### config.mk
export PLATFORM = sky130hd
export DESIGN_NAME = usb_uart_bridge
export DESIGN_NICKNAME = d
export VERILOG_FILES = /design/src/rtl/usb_uart_pkg.sv /design/src/rtl/byte_fifo.sv /design/src/rtl/usb_uart_bridge.sv
export SDC_FILE = /design/constraint.sdc
export NUM_CORES = 1
export LEC_CHECK = 0
export BUFFER_PORTS_ARGS = -buffer_cell sky130_fd_sc_hd__buf_4
export CORE_ASPECT_RATIO = 1.75
export CORE_MARGIN = 2
export CORE_UTILIZATION = 45
export DETAILED_ROUTE_END_ITERATION = 8
export GPL_TIMING_DRIVEN = 1
export HOLD_SLACK_MARGIN = 0.08
export SYNTH_ARGS = -nofsm -noshare
export SYNTH_HDL_FRONTEND = slang
export SYNTH_SLANG_ARGS = --single-unit
### constraint.sdc
create_clock -name clk_48mhz -period 4.2 [get_ports clk_48mhz]
set_input_delay 1.26 -clock clk_48mhz [delete_from_list [all_inputs] [get_ports clk_48mhz]]
set_output_delay 1.26 -clock clk_48mhz [all_outputs]
set_load 0.02 [all_outputs]
### src/rtl/usb_uart_pkg.sv
// Shared types and default sizing for the USB CDC byte bridge.
// Optional level outputs are enabled by defining USB_UART_BRIDGE_LEVELS_EN.
package usb_uart_pkg;

   typedef logic [7:0] byte_t;

   typedef enum logic {
      IDLE = 1'b0,
      SEND = 1'b1
   } bridge_state_t;

   localparam int DEF_DEPTH        = 64;
   localparam int DEF_MAX_PKT      = 32;
   localparam int DEF_FLUSH_CYCLES = 48000;

endpackage

### src/rtl/byte_fifo.sv
// Synchronous byte FIFO with extra-MSB pointers, registered occupancy count
// and a combinational head read. Pushes at full and pops at empty are ignored.
module byte_fifo
   import usb_uart_pkg::*;
#(
   parameter int DEPTH = DEF_DEPTH
) (
   input  logic                   clk,
   input  logic                   reset,
   input  logic                   push,
   input  logic                   pop,
   input  byte_t                  din,
   output byte_t                  head,
   output logic                   full,
   output logic                   empty,
   output logic [$clog2(DEPTH):0] count
);

   localparam int AW = $clog2(DEPTH);
   localparam logic [AW:0] PTR_ONE = {{AW{1'b0}}, 1'b1};

   byte_t       mem [DEPTH];
   logic [AW:0] wr_ptr;
   logic [AW:0] rd_ptr;
   logic        do_push;
   logic        do_pop;

   assign empty   = (wr_ptr == rd_ptr);
   assign full    = (wr_ptr[AW] != rd_ptr[AW]) && (wr_ptr[AW-1:0] == rd_ptr[AW-1:0]);
   assign do_push = push && !full;
   assign do_pop  = pop && !empty;
   assign head    = mem[rd_ptr[AW-1:0]];

   // Pointer and occupancy bookkeeping.
   always_ff @(posedge clk) begin
      if (reset) begin
         wr_ptr <= {(AW+1){1'b0}};
         rd_ptr <= {(AW+1){1'b0}};
         count  <= {(AW+1){1'b0}};
      end else begin
         if (do_push) wr_ptr <= wr_ptr + PTR_ONE;
         if (do_pop)  rd_ptr <= rd_ptr + PTR_ONE;
         case ({do_push, do_pop})
            2'b10:   count <= count + PTR_ONE;
            2'b01:   count <= count - PTR_ONE;
            default: count <= count;
         endcase
      end
   end

   // Storage array; contents need no reset since empty masks them.
   always_ff @(posedge clk) begin
      if (do_push) mem[wr_ptr[AW-1:0]] <= din;
   end

endmodule

### src/rtl/usb_uart_bridge.sv
// Bridges the uart_we/uart_re client interface to CDC bulk endpoints, with an
// IN packetiser. Define USB_UART_BRIDGE_LEVELS_EN to expose rx_level/tx_level.
module usb_uart_bridge
   import usb_uart_pkg::*;
#(
   parameter int DEPTH        = DEF_DEPTH,
   parameter int MAX_PKT      = DEF_MAX_PKT,
   parameter int FLUSH_CYCLES = DEF_FLUSH_CYCLES
) (
   input  logic       clk_48mhz,
   input  logic       reset,
   input  logic       uart_we,
   input  logic       uart_re,
   input  byte_t      uart_di,
   output byte_t      uart_do,
   output logic       uart_wait,
   input  logic       out_valid,
   input  byte_t      out_data,
   output logic       out_ready,
   output logic       in_valid,
   output byte_t      in_data,
   output logic       in_last,
   input  logic       in_ready
`ifdef USB_UART_BRIDGE_LEVELS_EN
   ,
   output logic [$clog2(DEPTH):0] rx_level,
   output logic [$clog2(DEPTH):0] tx_level
`endif
);

   localparam int CW = $clog2(DEPTH) + 1;
   localparam int IW = $clog2(FLUSH_CYCLES);
   localparam logic [CW-1:0] PKT_MAX   = CW'(MAX_PKT);
   localparam logic [CW-1:0] CNT_ONE   = CW'(1);
   localparam logic [CW-1:0] CNT_TWO   = CW'(2);
   localparam logic [IW-1:0] IDLE_LAST = IW'(FLUSH_CYCLES - 1);
   localparam logic [IW-1:0] IDLE_MAX  = {IW{1'b1}};
   localparam logic [IW-1:0] IDLE_ONE  = IW'(1);

   bridge_state_t state;
   logic [CW-1:0] remaining;
   logic [IW-1:0] idle_cnt;
   logic [CW-1:0] rx_count;
   logic [CW-1:0] tx_count;
   logic          rx_full, rx_empty, tx_full, tx_empty;
   byte_t         rx_head;
   logic          wr_acc, rd_acc, tx_pop;

   // A stall on either direction holds off both requests.
   assign uart_wait = (uart_we && tx_full) || (uart_re && rx_empty);
   assign wr_acc    = uart_we && !uart_wait;
   assign rd_acc    = uart_re && !uart_wait;
   assign out_ready = !rx_full;
   assign tx_pop    = in_valid && in_ready;

   byte_fifo #(.DEPTH(DEPTH)) u_rx_fifo (
      .clk   (clk_48mhz),
      .reset (reset),
      .push  (out_valid),
      .pop   (rd_acc),
      .din   (out_data),
      .head  (rx_head),
      .full  (rx_full),
      .empty (rx_empty),
      .count (rx_count)
   );

   byte_fifo #(.DEPTH(DEPTH)) u_tx_fifo (
      .clk   (clk_48mhz),
      .reset (reset),
      .push  (wr_acc),
      .pop   (tx_pop),
      .din   (uart_di),
      .head  (in_data),
      .full  (tx_full),
      .empty (tx_empty),
      .count (tx_count)
   );

`ifdef USB_UART_BRIDGE_LEVELS_EN
   assign rx_level = rx_count;
   assign tx_level = tx_count;
`else
   logic unused_rx_count;
   assign unused_rx_count = ^rx_count;
`endif

   // Read-data register plus the IN packetiser FSM.
   always_ff @(posedge clk_48mhz) begin
      if (reset) begin
         state     <= IDLE;
         remaining <= {CW{1'b0}};
         idle_cnt  <= {IW{1'b0}};
         in_valid  <= 1'b0;
         in_last   <= 1'b0;
         uart_do   <= 8'h00;
      end else begin
         if (rd_acc) uart_do <= rx_head;
         case (state)
            IDLE: begin
               if (tx_count >= PKT_MAX) begin
                  state     <= SEND;
                  remaining <= PKT_MAX;
                  in_valid  <= 1'b1;
                  in_last   <= (PKT_MAX == CNT_ONE);
                  idle_cnt  <= {IW{1'b0}};
               end else if (!tx_empty && idle_cnt == IDLE_LAST) begin
                  // Short packet: tx_count is already below MAX_PKT here.
                  state     <= SEND;
                  remaining <= tx_count;
                  in_valid  <= 1'b1;
                  in_last   <= (tx_count == CNT_ONE);
                  idle_cnt  <= {IW{1'b0}};
               end else if (tx_empty || wr_acc) begin
                  idle_cnt  <= {IW{1'b0}};
               end else if (idle_cnt != IDLE_MAX) begin
                  idle_cnt  <= idle_cnt + IDLE_ONE;
               end
            end
            SEND: begin
               if (tx_pop) begin
                  if (in_last) begin
                     state    <= IDLE;
                     in_valid <= 1'b0;
                     in_last  <= 1'b0;
                  end else begin
                     remaining <= remaining - CNT_ONE;
                     in_last   <= (remaining == CNT_TWO);
                  end
               end
            end
            default: begin
               state    <= IDLE;
               in_valid <= 1'b0;
               in_last  <= 1'b0;
            end
         endcase
      end
   end

endmodule
Yosys cells after proc, flatten, opt, wreduce, memory -nomap -nowiden
Memory sizes are Yosys's and may differ from the RTL's. A register that Yosys moved wholly into a read port is not among the register bits.
Index checks and enable logic that the tools add are counted.
{ "totals": {"memories": 2, "wordCells": 94, "ff_bits": 61, "mem_bits_rw": 1024} }
{ "mem_list": {"columns": ["name", "depth", "word_bits", "rd", "rd_clocked_by_memory_dff", "write_ports", "line", "text"], "rows": [
  ["u_rx_fifo.mem", 64, 8, 1, 1, 1, "byte_fifo.sv:22", "byte_t mem [DEPTH];"],
  ["u_tx_fifo.mem", 64, 8, 1, 1, 1, "byte_fifo.sv:22", null]
]} }
{ "op_classes": {"mux": 31, "addsub": 8, "n_bitwise": 1, "eq_ne": 16, "n_reduce_logical": 25, "magnitude_cmp": 1} }
{ "ops": {"columns": ["op", "n"], "rows": [
  ["two-way mux 16 bit", 4],
  ["adder 7 x 1 -> 7 bit (second input constant)", 5],
  ["two-way mux 7 bit", 4],
  ["case mux 7 bit (2 select lines)", 2],
  ["adder 16 x 1 -> 16 bit (second input constant)", 1],
  ["== test 16 bit (second input constant)", 1],
  ["two-way mux 1 bit", 16],
  ["inequality test 16 bit (second input constant)", 1],
  ["== test 7 bit", 2],
  ["subtractor 7 x 1 -> 7 bit (second input constant)", 2],
  ["== test 6 bit", 2],
  ["logical AND 1 bit", 12],
  ["two-way mux 6 bit", 2],
  ["== test 7 x 1 -> 1 bit (second input constant)", 1],
  ["== test 7 x 2 -> 1 bit (second input constant)", 1],
  [">= comparator 7 x 6 -> 1 bit (second input constant)", 1],
  ["case mux 1 bit (2 select lines)", 3],
  ["AND reduction 3 bit", 2],
  ["logical NOT 1 bit", 5],
  ["inequality test 2 bit (second input constant)", 2],
  ["AND reduction 2 bit", 2],
  ["nonzero test 4 bit", 1],
  ["inequality test 3 bit (second input constant)", 1],
  ["== test 2 x 1 -> 1 bit (second input constant)", 1],
  ["other kinds (6)", 8]
]} }

Logic depth before layout (Yosys ltp)
Gate-level depths: netlist of run 1.
{ "depth": {"ltp_word": 10, "depth_mapped": 13, "mapped_depth_nobuf": 12} }

Hierarchy
From an unflattened synthesis of run 1, not the netlist that was laid out.
{ "hier_totals": {"hier_cells": 2436, "area_unflattened_um2": 44926.8} }
{ "by_module_without_submodules": {"columns": ["mod", "area_each_um2", "instances", "seq_area_each_um2", "cells_per_inst"], "rows": [
  ["byte_fifo at u_tx_fifo", 21518.1, 1, 15915.3, 1097],
  ["byte_fifo at u_rx_fifo", 21515.6, 1, 15915.3, 1097],
  ["usb_uart_bridge", 1893.1, 1, 680.7, 242]
]} }

Least setup slack after synthesis of run 1
Ideal clock, no wire load.
{ "synth_path": {"kind": "register to output", "startpoint": "register (tool-made name)", "endpoint": "output in_data[0]", "path_slack_ns": 0.767, "n_path_buf": 2, "path_stages_with_launch": 7, "t_arrival_ns": 2.173, "cell_sequence": "dfxtp_1 -> buf_2 -> buf_2 -> mux4_2 -> mux4_2 -> a22oi_1 -> nand2_1"} }
{ "synth_lines": {"columns": ["item", "line", "text"], "rows": [
  ["end, declared", "usb_uart_bridge.sv:21", "output byte_t in_data,"]
]} }

==> impl_metrics.csv, run 1 <==
group,metric,value,unit
sta,slew_headroom,39.3,%
placement,io_buffer_count,41,
sta,slew_viol_final,0,
placement,gp_congestion,0.833,
cts,cts_max_path_buffers,3,
global_routing,track_usage,21.1,%
cells_and_area,stdcell_count,3812,
sta,rsz0062_at_grt,"true",
detailed_routing,drtIter0Drc,1570,
critical_path,path_class,"register to primary output",
yosys,ys_types,90,
cts,cts_max_level,3,
yosys,synth_area_leader_cell,"edfxtp_1",
yosys,synth.top_cells.by_count,"edfxtp_1 (1024), mux4_2 (236), nor2_1 (200)",
cells_and_area,drive_above_1_share,25.1,%
detailed_routing,routed_wl,104000,um
critical_path,cp.arrival,3.00,ns
critical_path,required,2.94,ns
sta,worst_slack,-0.0558,ns
global_routing,antenna_found_initial,5,
yosys,synth_seq_area_share,73.5,%
cells_and_area,area_delta_synth_final,13.7,%
detailed_routing,dr.pass1.iters,6,
yosys,synth-async-reset-ratio,0,%
global_routing,grt_pass1_wl,153000,um
global_routing,grt_pass1_vias,23063,
min_path,holdCritPathClass,"register to register",
die,coreArea,96700,um2
detailed_routing,vias,21885,
die,rows,151,
placement,placed_area,46200,um2
placement,dp.cells,3619,
yosys,ys_ff_latch,1099,
detailed_routing,vias_per_cell,5.74,
power_and_ir_drop,power_leakage,15.3,nW
critical_path,startpoint_type,"register",
detailed_routing,ant_nets,0,
yosys,netlist_area,43900,um2
yosys,synth_edf_count,1024,
cts,cts-root-buf,"clkbuf_16",
yosys,synth_most_common_cell,"edfxtp_1",
sta,tightest_slew,0.910,ns
die,initial_utilization,45.4,%
cts,cts_buffers,97,
detailed_routing,drc,0,
detailed_routing,wl_per_cell,27.3,um
sta,setup_viol_count_final,5,
global_routing,grt_overflow,0,
sta,timing.fmax,0.235,GHz
die,die_w,240,um
power_and_ir_drop,ir_drop,511,uV
yosys,syn_avg_cell_area,19.4,um2
yosys,yosys.area.top_type_share,70.1,%
die,die-area,100000,um2
cts,clk_latency,0.69,ns
cts,cts_tree,"done",
die,die_h,417,um
die,boundaryPins,42,
yosys,yosys-top-cells-area,"edfxtp_1 (70%), mux4_2 (12%), dfxtp_1 (3.4%)",
yosys,synthCells,2257,
yosys,ys_warn_count,0,
power_and_ir_drop,power_density,458,nW/um2
placement,dpl.hpwl,68200,um
critical_path,cp-end-kind,"primary output",
outcome,status,"finished, violations left",
cells_and_area,fin_area,49900,um2
cells_and_area,finalNetCount,2462,
sta,hold_viol,0,
sta,period_needed,4.26,ns
cts,cts_sinks,1099,
sta,skew,0.0211,ns
global_routing,grt_max_degree,95,
yosys,synth-main-ff-cell,"edfxtp_1",
critical_path,worstPathMaxFanout,7,
run,cap_violations,0,
cts,cts.reportedPaths.clkPinSlew,0.06,ns
outcome,violations,"setup timing",
placement,dp_slack,0.344,ns
yosys,syn_nets,2291,
sta,fin_crit_sh,101,%
per-stage QoR:
stage          hold slack (ns)  setup TNS [ns]  power (mW)  util, %
6_report                 0.510          -0.175        22.8     51.5
4_1_cts                  0.510          -0.548        23.0     51.4
3_5_place_dp             0.486               0        13.9     47.8
3_3_place_gp             0.455               0        13.9     47.8
2_1_floorplan            0.439               0        13.4        -
5_1_grt                  0.528          -0.686        23.5     51.5
sequential cells by signal, indices dropped and copies added, names as in the netlist, named ones only:
| signal | count |
|---|---|
| u_tx_fifo.rd_ptr | 7 |
| state | 1 |
| in_last | 1 |
| u_tx_fifo.mem | 512 |
| in_valid | 1 |
| u_rx_fifo.rd_ptr | 7 |
| u_tx_fifo.wr_ptr | 7 |
| u_rx_fifo.wr_ptr | 7 |
| u_rx_fifo.mem | 512 |
| u_tx_fifo.count | 7 |
| uart_do | 8 |
| idle_cnt | 16 |
| remaining | 7 |
cell families (layout without fill, tap and decap cells):
group	Yosys count	count (layout)	share of synthesized area (%)
xor+xnor	45	45	0.933
other cells	0	2	0
buf+inv	138	391	1.86
simple gates	450	450	5.00
fa+ha+maj	12	12	0.342
mux	346	346	15.4
compound gates	167	167	2.93
flops	1099	1099	73.5
cell type report:
class,count,area [um2]
clock buffers,129,2710
clock inverters,52,552
fillers,7770,46900
multi-input cells,1020,10800
well taps,1300,1630
inverters,13,48.8
flip-flops and latches,1099,32300
repair buffers,197,1810
diodes,2,5.00
final timing paths:
| path | startpoint | to | slack, ns | cells past startpoint |
|---|---|---|---|---|
| max | register | in_data[3] | -0.06 | 7 |
| min | idle_cnt[1] | idle_cnt[1] | 0.51 | 2 |
| max reg2reg | u_rx_fifo.wr_ptr[3] | u_tx_fifo.count[5] | 0.83 | 11 |
| min reg2reg | idle_cnt[1] | idle_cnt[1] | 0.51 | 2 |
cells in the final DEF, fill, tap and decap left out, types with 52 or more instances in the layout:
cell type / Yosys / final
nand2_1: 67 / 66
nor2_1: 200 / 200
edfxtp_1: 1024 / 1024
clkbuf_16: 0 / 105
mux4_2: 236 / 236
nand3_1: 52 / 52
buf_4: 11 / 167
mux2i_1: 81 / 81
dfxtp_1: 75 / 68
a22oi_1: 66 / 58
where the power goes:
part | total (mW) | internal, mW | switching [mW]
clock network | 9.14 | 5.21 | 3.93
logic | 1.58 | 0.645 | 0.931
registers | 12.1 | 12.0 | 0.0844
total | 22.8 | 17.9 | 4.94
critical path, stage by stage (launching register included):
cell	delay, ns
dfxtp_4	0.39
buf_12	0.16
buf_16	0.15
mux4_2	0.49
mux4_2	0.62
a22oi_2	0.25
nand2_1	0.11
buf_6	0.14
per-layer routing:
| metal | up-vias | part of all wire (%) | wire (um) | global-route usage (%) |
|---|---|---|---|---|
| met5 | - | 0.042 | 44 | 0 |
| met4 | 6 | 5.4 | 5630 | 11.4 |
| met3 | 212 | 3.9 | 4090 | 2.84 |
| met2 | 568 | 56 | 58800 | 40.3 |
| met1 | 11501 | 34 | 35600 | 21.9 |
| li1 | 9598 | - | - | - |
repair_timing:
| action | in CTS | in global routing |
|---|---|---|
| endpoints found under the hold margin | 0 | 0 |
| setup buffers | 4 | 2 |
| setup endpoints to repair | 8 | 9 |
| cloned | 2 | 2 |
| gates resized for setup | 41 | 4 |
| pin swaps | 5 | 3 |
| hold buffers | 0 | 0 |
(Power assumes the default switching activity.)
==> run 2, diff against run 1 <==
clock period = 5.3 ns   (was 4.2 ns; I/O delays follow)
==> run 2 against run 1 <==
Compared with the run above: the flow now finishes without violations; register-to-register slack improved by 0.59 ns; combinational power decreased by 23%; final area down 2.6%; critical path depth is 1 lower; sequential power decreased by 21%; global-route usage down 0.66 points; clock skew increased by 0.010 ns.
==> impl_metrics.csv, run 2 (synthesis gave the netlist of run 1 again) <==
group,metric,value,unit
outcome,status,"finished, final reports clean",
die,die_h,417,um
critical_path,crit_end,"in_data[1]",
critical_path,cp_slowest_cell,"mux4_2",
critical_path,r2r-end,"u_rx_fifo.mem[2][7]",
cells_and_area,stdcell_count,3689,
sta,setup-tns-final,0,ns
cts,ctsResizeCount,0,
critical_path,path_class,"register to primary output",
critical_path,worst_path_most_repeated_cell,"mux4_2",
cells_and_area,area_delta_synth_final,10.8,%
critical_path,startpoint_type,"register",
global_routing,grt_pass1_vias,22590,
sta,worst_slack,0.365,ns
power_and_ir_drop,net-switching-power,3.85,mW
sta,fin_hold_ws,0.487,ns
sta,fin_crit_sh,93.1,%
sta,slew_headroom,13.3,%
cells_and_area,final_cell_mix,"edfxtp_1 (1024), mux4_2 (236), nor2_1 (200), clkbuf_16 (103), mux2i_1 (81)",
placement,io_buffer_count,41,
global_routing,track_usage,20.4,%
cts,clk_latency,0.68,ns
cells_and_area,layout_commonest_cell,"edfxtp_1",
critical_path,path_cells,"buf_12 -> mux4_2 -> mux4_2 -> a22oi_1 -> nand2_1 -> buf_4",
detailed_routing,vias_per_cell,5.76,
power_and_ir_drop,finalPower,17.9,mW
placement,placed_area,45400,um2
cells_and_area,seq_area,32300,um2
placement,dp.cells,3509,
die,die_w,240,um
global_routing,grt_pass1_wl,148000,um
detailed_routing,dr.pass1.iters,7,
die,die-area,100000,um2
cts,cts_buffers,97,
power_and_ir_drop,clkPwrFrac,39.6,%
detailed_routing,wl_per_cell,27.4,um
power_and_ir_drop,p_comb_share,6.7,%
cells_and_area,nFillCells,7845,
sta,skew,0.0314,ns
detailed_routing,drc,0,
placement,dpl.hpwl,67100,um
die,boundaryPins,42,
critical_path,required,3.71,ns
placement,dp_slack,0.999,ns
sta,slew_viol_final,0,
cts,ctsHoldBuffers,0,
sta,timing.fmax,0.203,GHz
global_routing,grt_max_degree,125,
critical_path,critPathMaxStageDelay,0.59,ns
cells_and_area,finalNetCount,2342,
cts,cts.reportedPaths.clkPinSlew,0.06,ns
critical_path,cp-end-kind,"primary output",
detailed_routing,drtIter0Drc,1652,
die,initial_utilization,45.4,%
critical_path,r2r_slack,1.42,ns
detailed_routing,vias,21259,
cts,cts-root-buf,"clkbuf_16",
global_routing,antenna_found_initial,3,
cells_and_area,fin_util,50.2,%
detailed_routing,routed_wl,101000,um
die,coreArea,96700,um2
sta,rsz0062_at_grt,"false",
cts,post-cts-setup-buffer-count,0,
cells_and_area,multi_input_area,10800,um2
sta,period_needed,4.94,ns
cells_and_area,drive_above_1_share,20.7,%
power_and_ir_drop,power_leakage,14.5,nW
cts,cts_max_level,3,
cts,cts_sinks,1099,
detailed_routing,ant_nets,0,
critical_path,cp.arrival,3.35,ns
power_and_ir_drop,p_sw_share,21.6,%
placement,gp_congestion,0.840,
sta,setup_viol_count_final,0,
cts,cts_tree,"done",
run,cap_violations,0,
critical_path,worstPathMaxFanout,43,
power_and_ir_drop,ir_drop,335,uV
die,rows,151,
power_and_ir_drop,pwr-share-seq,53.7,%
power_and_ir_drop,internal_power,14.0,mW
cts,cts_max_path_buffers,3,
power_and_ir_drop,power_density,368,nW/um2
global_routing,grt_overflow,0,
cells_and_area,fin_area,48600,um2
critical_path,rr_startpoint,"u_rx_fifo.rd_ptr[4]",
sta,hold_viol,0,
sta,tightest_slew,1.30,ns
critical_path,reg2reg_depth,6,
min_path,holdCritPathClass,"register to register",
==> run 2: worst min-delay path by stage <==
| stage | start | to | slack, ns | cells past startpoint |
|---|---|---|---|---|
| floorplan | remaining[5] | remaining[5] | 0.44 | 2 |
| global placement | remaining[5] | remaining[5] | 0.45 | 2 |
| detailed placement | uart_do[4] | uart_do[4] | 0.48 | 2 |
| CTS | remaining[5] | remaining[5] | 0.49 | 2 |
| global route | remaining[5] | remaining[5] | 0.51 | 2 |
| finish | remaining[5] | remaining[5] | 0.49 | 2 |
==> run 2: cell type report <==
cell class                 count  share of cell area [%]
clock inverter                59                    1.10
tap                         1300                    3.35
timing repair buffer          77                    1.37
clock buffer                 119                    5.43
multi-input combinational   1020                    22.2
antenna                        2                  0.0103
sequential                  1099                    66.4
inverter                      13                   0.100
==> run 2: worst max-delay path: cells and delay by family (launching register included) <==
kind	cells	cell delay (ns)
multiplexers	2	1.14
AO/OA/AOI/OAI	1	0.26
AND/OR/NAND/NOR	1	0.11
buffers and inverters	2	0.54
flip-flops	1	0.58
==> run 2: per-layer routing <==
metal / track usage (%) / share of wire [%] / up-vias / routed length, um
met1: 21.0 / 34 / 11074 / 34200
met2: 40.1 / 58 / 631 / 58400
li1: - / - / 9338 / -
met5: 0 / 0.013 / - / 13
met3: 2.37 / 3.8 / 214 / 3800
met4: 9.95 / 4.6 / 2 / 4640
==> run 2: power groups by stage <==
stage / logic, mW / registers (mW) / clock network [mW]
after floorplan: 0.841 / 9.75 / 0
after global placement: 1.20 / 9.78 / 0
after detailed placement: 1.22 / 9.78 / 0
after CTS: 1.22 / 9.59 / 7.20
after global routing: 1.29 / 9.60 / 7.51
final: 1.21 / 9.60 / 7.07
